`src/rtl/arb_pkg.sv`:
```
// Shared types and constants for the 8-way round-robin grant arbiter.
package arb_pkg;

    localparam int N_REQ = 8;
    localparam int IDX_W = 3;

    typedef enum logic {IDLE, GRANT} arb_state_t;
    typedef logic [IDX_W-1:0] arb_idx_t;

endpackage

```
`src/rtl/rr_pick8.sv`:
```
// Combinational round-robin winner pick: first set request at or above ptr, wrapping.
module rr_pick8
    import arb_pkg::*;
(
    input  logic [N_REQ-1:0] req,
    input  arb_idx_t         ptr,
    output arb_idx_t         idx,
    output logic             found
);

    logic [2*N_REQ-1:0] dbl;
    logic [N_REQ-1:0]   rot;
    arb_idx_t           off;

    // Rotating right by ptr puts the highest-priority requester at bit 0.
    assign dbl = {req, req};
    assign rot = N_REQ'(dbl >> ptr);

    always_comb begin
        off   = '0;
        found = 1'b0;
        for (int i = N_REQ - 1; i >= 0; i--) begin
            if (rot[i]) begin
                off   = arb_idx_t'(i);
                found = 1'b1;
            end
        end
    end

    assign idx = off + ptr;

endmodule

```
`src/rtl/rr_arbiter_8to3.sv`:
```
// Registered round-robin arbiter: holds a binary grant index until ack or timeout,
// then hands priority to the requester after the one just served.
//
//   state | meaning
//   IDLE  | no grant outstanding, waiting for any request
//   GRANT | grant_idx held; released by ack or hold-counter expiry
module rr_arbiter_8to3
    import arb_pkg::*;
#(
    parameter int N_REQ   = 8,
    parameter int TIMEOUT = 16
) (
    input  logic             clk,
    input  logic             rst_n,
    input  logic [N_REQ-1:0] req,
    input  logic             ack,
    output arb_idx_t         grant_idx,
    output logic             grant_valid,
    output logic             timeout
);

    localparam int CNT_W = (TIMEOUT < 1) ? 1 : $clog2(TIMEOUT + 1);
    localparam logic [CNT_W-1:0] CNT_LAST = (TIMEOUT < 1) ? '0 : CNT_W'(TIMEOUT - 1);

    arb_state_t       state;
    arb_idx_t         ptr;
    logic [CNT_W-1:0] cnt;
    arb_idx_t         pick_ptr;
    arb_idx_t         pick_idx;
    logic             pick_found;
    logic             expire;

    // While granting, the picker already looks one past the current grant so a
    // release can re-arbitrate in the same edge.
    assign pick_ptr = (state == GRANT) ? grant_idx + 3'd1 : ptr;
    assign expire   = (TIMEOUT != 0) && (cnt == CNT_LAST);

    rr_pick8 u_pick (
        .req   (req),
        .ptr   (pick_ptr),
        .idx   (pick_idx),
        .found (pick_found)
    );

    always_ff @(posedge clk or negedge rst_n) begin
        if (!rst_n) begin
            state       <= IDLE;
            ptr         <= '0;
            cnt         <= '0;
            grant_idx   <= '0;
            grant_valid <= 1'b0;
            timeout     <= 1'b0;
        end else begin
            timeout <= 1'b0;
            case (state)
                IDLE: begin
                    if (pick_found) begin
                        grant_idx   <= pick_idx;
                        grant_valid <= 1'b1;
                        cnt         <= '0;
                        state       <= GRANT;
                    end
                end
                GRANT: begin
                    if (ack || expire) begin
                        ptr     <= pick_ptr;
                        cnt     <= '0;
                        timeout <= ~ack;
                        if (pick_found) begin
                            grant_idx <= pick_idx;
                        end else begin
                            grant_valid <= 1'b0;
                            state       <= IDLE;
                        end
                    end else begin
                        cnt <= cnt + CNT_W'(1);
                    end
                end
                default: state <= IDLE;
            endcase
        end
    end

endmodule

```
`config.mk`:
```
export PLATFORM = sky130hd
export DESIGN_NAME = rr_arbiter_8to3
export DESIGN_NICKNAME = d
export VERILOG_FILES = /design/src/rtl/arb_pkg.sv /design/src/rtl/rr_pick8.sv /design/src/rtl/rr_arbiter_8to3.sv
export SDC_FILE = /design/constraint.sdc
export NUM_CORES = 1
export LEC_CHECK = 0
export ABC_AREA = 1
export CAP_MARGIN = 25
export CORE_MARGIN = 2
export CORE_UTILIZATION = 55
export CTS_CLUSTER_DIAMETER = 150
export DETAILED_ROUTE_END_ITERATION = 6
export PLACE_DENSITY = 0.85
export SLEW_MARGIN = 10
export SYNTH_ARGS = -nofsm -noshare
export SYNTH_HDL_FRONTEND = slang
export SYNTH_HIERARCHICAL = 1
export SYNTH_SLANG_ARGS = --single-unit
```
`constraint.sdc`:
```
create_clock -name clk -period 3.58 [get_ports clk]
set_input_delay 0.537 -clock clk [delete_from_list [all_inputs] [get_ports clk]]
set_output_delay 0.537 -clock clk [all_outputs]
set_load 0.02 [all_outputs]
```
Word level (Yosys, flattened, before mapping)

Cells that the tools add are included.
W data, S select, Z words.

Flip-flop bits (word level): 14
Word-level logic and storage cells: 51
Input port bits: 11
Output and inout port bits: 5

Add/subtract/negate cells: 3
Bitwise logic cells: 2
Equality and inequality tests: 4
Shifts and indexed selects: 1
Muxes and demuxes: 32
Reduce and logical (&&, ||, !) cells: 3

Operators by type and width:

| cell                  | count |
|---|---|
| $mux W3               | 11 |
| $shr A16 B3 Y8        | 1 |
| $mux W1               | 15 |
| $mux W5               | 2 |
| $pmux W5 S2           | 1 |
| $pmux W3 S2           | 1 |
| $add A5 B1 Y5 const B | 1 |
| $eq A5 B4 Y1 const B  | 1 |
| $ne A2 B2 Y1 const B  | 2 |
| $pmux W1 S2           | 2 |
| $add A3 B1 Y3 const B | 1 |
| $add A3 B3 Y3         | 1 |
| $reduce_and A3 Y1     | 1 |
| $ne A2 B1 Y1 const B  | 1 |
| $not A1 Y1            | 2 |
| $reduce_and A2 Y1     | 1 |
| $logic_or A1 B1 Y1    | 1 |

Logic depth before layout (Yosys ltp)

Depth after elaboration: 15
Mapped depth: 25
Mapped depth without buffers: 24

By module

Netlist, hierarchy kept.

Modules (own cells, without submodules):

| module          | area each (sq um) | instances | cells each | sequential area each (sq um) |
|---|---|---|---|---|
| rr_arbiter_8to3 | 679.4             | 1         | 79         | 350.3 |
| rr_pick8        | 599.3             | 1         | 96         | 0.0 |

Least setup slack after synthesis

OpenSTA, ideal clock, no wires.

Path type: register to register
Start: reg grant_idx[0]
End: reg grant_idx[2]
Data required time: 3.463 ns
Setup slack: 0.595 ns
Buffers on the path: 1
Clock period less this slack: 2.985 ns
Library setup time: 0.117 ns
Cell stages (with the launch flop): 24
Arrival time: 2.868 ns
Cell sequence: dfrtp_1 > ha_1 > inv_1 > o21ai_0 > buf_6 > inv_4 > nand3_1 > nand2_1 > nand2_1 > nand2_1 > nand2_1 > nand2_1 > nand2_1 > nand2_1 > a21oi_1 > ha_1 > inv_1 > fa_1 > xor2_1 > nand3b_1 > nand2_1 > inv_1 > nand3_1 > nand2_1

Longest elaborated chain between the ends: 15
Elaborated cells on any way between the ends: 23
Classes of those cells: add/sub (2); shift (1); mux (20)

RTL lines:

| element                  | RTL line                                     | RTL |
|---|---|---|
| start: declaration       | rr_arbiter_8to3.sv:17                        | `output arb_idx_t grant_idx,` |
| start signal: assignment | rr_arbiter_8to3.sv:58                        | `grant_idx <= pick_idx;` |
| start signal: assignment | rr_arbiter_8to3.sv:70                        | `grant_idx <= pick_idx;` |
| $add A3 B1 Y3 *          | rr_arbiter_8to3.sv:35                        | `assign pick_ptr = (state == GRANT) ? grant_idx + 3'd1 : ptr;` |
| $mux W3 *                | rr_arbiter_8to3.sv:35                        |  |
| net pick_ptr[1]          | rr_arbiter_8to3.sv:28                        | `arb_idx_t pick_ptr;` |
| $shr A16 B3 Y8           | rr_pick8.sv:17                               | `assign rot = N_REQ'(dbl >> ptr);` |
| $mux W3 (8 in a row)     | rr_pick8.sv:23                               | `if (rot[i]) begin` |
| $add A3 B3 Y3 *          | rr_pick8.sv:30                               | `assign idx = off + ptr;` |
| net pick_idx[2]          | rr_arbiter_8to3.sv:29                        | `arb_idx_t pick_idx;` |
| $mux W3 *                | rr_arbiter_8to3.sv:57, rr_arbiter_8to3.sv:69 |  |
| $mux W3                  | rr_arbiter_8to3.sv:65                        | `if (ack \|\| expire) begin` |
| $pmux W3 S2 *            | rr_arbiter_8to3.sv:55                        | `case (state)` |

The timed path passes the listed nets; every way through them passes the cells marked *. The select of a mux whose other input is x is not followed.
A chain may end at the register's enable or synchronous reset.

Worst setup path in the final report

Same ends and word-level chain as after synthesis.

==> run summary <==
Wires add up to 2870 µm. In this run the count of I/O pins placed on the die edge is 16. The count of cells along the worst register-to-register path was 23. The tools report the startpoint of the lowest-slack register-to-register path as grant_idx[0]. Sorting the synthesized cells by area gives the leading types as sky130_fd_sc_hd__dfrtp_1 27%, sky130_fd_sc_hd__nand2_1 19%, sky130_fd_sc_hd__nand3_2 7.0%. The number of maximum-capacitance violations was 0. Entering global routing, the biggest net connects 15 pins. The tightest min-delay check is of the flop to flop type.

The tools report the total setup violations reported at the end of the flow as 0. The number of diodes is 0, and the critical-path maximum fanout is 9. The level count of the clock H-tree is 1, and the layout-stage area growth over the synthesis result is 19.1%. Using the TritonRoute via totals, the vias-per-cell ratio works out to 5.27. The slowest stage of the critical path is the sky130_fd_sc_hd__dfrtp_1 cell. Once detail routing completed, the nets flagged for antenna violations numbered 0.

The cell count along the critical path was 23; the final count of hold timing violations was 0. Number of pins exceeding their max-slew limit in the final report: 0. For the worst setup path, the data required time is 3.76 ns. In the synthesized netlist, the number of instances is 175. The portion of the clock cycle consumed by the worst path in the final layout is 94.0%. The logs give 1192 for the detailed-route via count and 57.7% for the normalized max-slew margin. The adder-cell area share of the yosys netlist came out at 6.46%. In the synthesized netlist the dominant register cell turns out to be sky130_fd_sc_hd__dfrtp_1. The critical path class is flop to flop. The run finished with clean final reports.

The kind of cell with the highest combined delay on the critical path was simple AND/OR/NAND/NOR gates. The actual transition at the worst max-transition pin was 0.632 ns; the number of clock sinks was 14. Initial detailed-routing violation count: 18. The TritonCTS buffer count is 3. The count of buffers added on input and output ports is 15.

The tools report the half-perimeter wire length after detailed placement as 2200 µm. The global-route wire length before repair was 4750 µm. The critical path contains buffers and inverters numbering 5 combined.

The main combinational cell family by area after synthesis is simple AND/OR/NAND/NOR gates. Insertion delay of the later-clocked pin in the worst-skew pair: 0.28 ns. Routability-driven placement finished with a final weighted congestion of 0.889.

The detail-routed net length per standard cell works out to 12.7 µm. The start point of the critical path is grant_idx[0]. The die covers 2730 µm². Of the cells placed in the final design, the portion with a size suffix greater than 1 is 24.2%. The synthesized netlist devotes 48.3% of its cell area to simple gates. The netlist uses 26 different library cells. The mapped netlist covers 1280 µm². Final worst clock skew: 0.00400 ns.

The maximum clock frequency is 0.297 GHz. In the synthesized netlist, the cells that appear most often are 64 x sky130_fd_sc_hd__nand2_1, 15 x sky130_fd_sc_hd__nand3_1, 14 x sky130_fd_sc_hd__dfrtp_1, 13 x sky130_fd_sc_hd__inv_1, 12 x sky130_fd_sc_hd__nand2_2. Adding up every negative setup slack in the final design gives 0 ns. The initialized floorplan defines 17 standard-cell rows. The endpoint identified for the worst register-to-register timing path is grant_idx[2]. The most area-hungry cell type in the Yosys netlist is sky130_fd_sc_hd__dfrtp_1. TritonCTS built the clock tree. The tools report the initial core utilization as 57.8%. The most used cell along the critical path was sky130_fd_sc_hd__nand2_1. The number of nets handed over by synthesis was 192. In this run the register-to-register setup slack is 0.22 ns.

For this run the aggregate overflow at the end of global routing stands at 0. The filler cells instantiated in the layout total 185. The peak per-stage delay on the critical path is 0.45 ns, and the area share of the largest cell type after synthesis is 27.4%. STA classifies the critical path endpoint as a flop.

The fraction of the yosys area taken by sequential cells is 27.4%. After clock tree synthesis, the clock-pin slew on the worst setup and hold paths is 0.09 ns. The number of remaining DRC errors was 0.

The nature of the critical path startpoint was a flop. The most critical setup path has its endpoint at grant_idx[2]. The mean instance size in the synthesized netlist works out to 7.31 µm². Clock tree synthesis selected as its root buffer the cell sky130_fd_sc_hd__clkbuf_4.

Setup repair after global routing left no endpoint under its margin. The y dimension of the die is 52.2 µm, and the total global routing track utilization is 23.6%. Counting flops and latches in the post-synthesis netlist gives 14. The worst hold path passes through 2 cells. The number of warnings reported in the yosys synthesis log is 6. The XOR/XNOR share of the synthesized area works out to 2.05%.

Layout net count: 216. The run gives 0 as the initial antenna violation count. The number of search-and-repair iterations in the first detailed-routing pass is 4. The worst path arrival time came out at 3.54 ns. Of all flip-flops after synthesis, the portion carrying an async set or reset was 100%. The horizontal die dimension was 52.2 µm; the via count of the first global-routing pass was 1132.

Counting I/O delays and the setup requirement, the final critical path takes 3.36 ns. After clock tree synthesis, the flow added hold-fix buffers numbering 0. In this run, synthesis inferred 0 flip-flops with an integrated enable. In the synthesized netlist, mux cells make up 0% of the area. The critical path goes through ha_1, inv_1, o21ai_0, buf_4, inv_4, nand3_1, nand2_1, nand2_1, nand2_1, nand2_1, nand2_1, nand2_1, nand2_1, a21oi_1, ha_1, inv_1, fa_1, xor2_1, nand3b_1, nand2_1, inv_1, nand3_1, nand2_1. Among all cell types in the netlist, the one instantiated most often is sky130_fd_sc_hd__nand2_1.

No sink is reached through more buffers than the 2 on the longest clock path. Summing the areas of all compound-gate instances in the mapped netlist gives 6.95% of the synthesized area. For the area of the core region, the log shows 2210 µm².
==> tightest hold or removal path: cells and delay by family, from the launching register on <==
kind | cells | cell delay [ns]
AOI/OAI and AO/OA | 1 | 0.06
and+or+nand+nor | 1 | 0.05
DFF | 1 | 0.36
==> cells by family after synthesis <==
family	after synthesis
simple gates	117
compound gates	14
xor+xnor	3
buf+inv	21
fa+ha+maj	6
flops	14
==> stage by stage <==
stage	cells	instance area (µm²)	setup slack (ns)	hold slack, ns	util (%)
finish	226	1520	0.216	0.508	68.8
global route	226	1520	0.00732	0.523	68.8
CTS	222	1490	0.222	0.510	67.5
detailed placement	218	1460	0.259	0.490	65.8
global placement	218	1460	0.396	0.466	65.8
floorplan	175	1280	0.595	0.241	-
==> cell usage in the layout (no fill, tap or decap), types with 4 or more instances in the layout <==
cell type	count
sky130_fd_sc_hd__nand3_2	9
sky130_fd_sc_hd__buf_4	7
sky130_fd_sc_hd__inv_1	13
sky130_fd_sc_hd__nand2_2	12
sky130_fd_sc_hd__dfrtp_1	14
sky130_fd_sc_hd__nand3_1	15
sky130_fd_sc_hd__nand2_1	64
sky130_fd_sc_hd__o21ai_0	4
sky130_fd_sc_hd__nand2_4	6
sky130_fd_sc_hd__ha_1	5
sky130_fd_sc_hd__clkdlybuf4s50_1	15
sky130_fd_sc_hd__nor2_1	6
==> timing repair <==
item / 4_1_cts / 5_1_grt
buffers inserted: 0 / 4
setup endpoints to repair: 0 / 1
gates resized for setup: 0 / 1
==> how the worst min path moves through the flow <==
stage | from | to
after global routing | ptr[1] | ptr[1]
after detailed placement | ptr[1] | ptr[1]
after floorplan | rst_n | cnt[0]
final | ptr[1] | ptr[1]
after global placement | ptr[0] | ptr[0]
after CTS | ptr[1] | ptr[1]
==> per-layer routing <==
layer / wire length, µm / vias up / track usage, %
li1: - / 602 / -
met1: 1190 / 549 / 28.0
met2: 1520 / 33 / 42.2
met3: 98 / 8 / 3.71
met4: 63 / 0 / 9.83
met5: 0 / - / 0
==> registers in the layout, indices dropped and copies added (netlist names) <==
register	flops
cnt	5
grant_idx	3
ptr	3
grant_valid	1
state	1
timeout	1
==> area by class of cell <==
| cell class | instances | area, µm² | area share (%) |
|---|---|---|---|
| Multi-Input combinational cell | 140 | 816 | 53.6 |
| Sequential cell | 14 | 350 | 23.0 |
| Timing Repair Buffer | 22 | 203 | 13.3 |
| Inverter | 18 | 82.6 | 5.42 |
| Clock buffer | 4 | 36.3 | 2.38 |
| Tap cell | 28 | 35.0 | 2.30 |
Power is left out: the tool's default activity adds up to more than one toggle a clock period on the data nets, which glitch-free logic cannot reach.
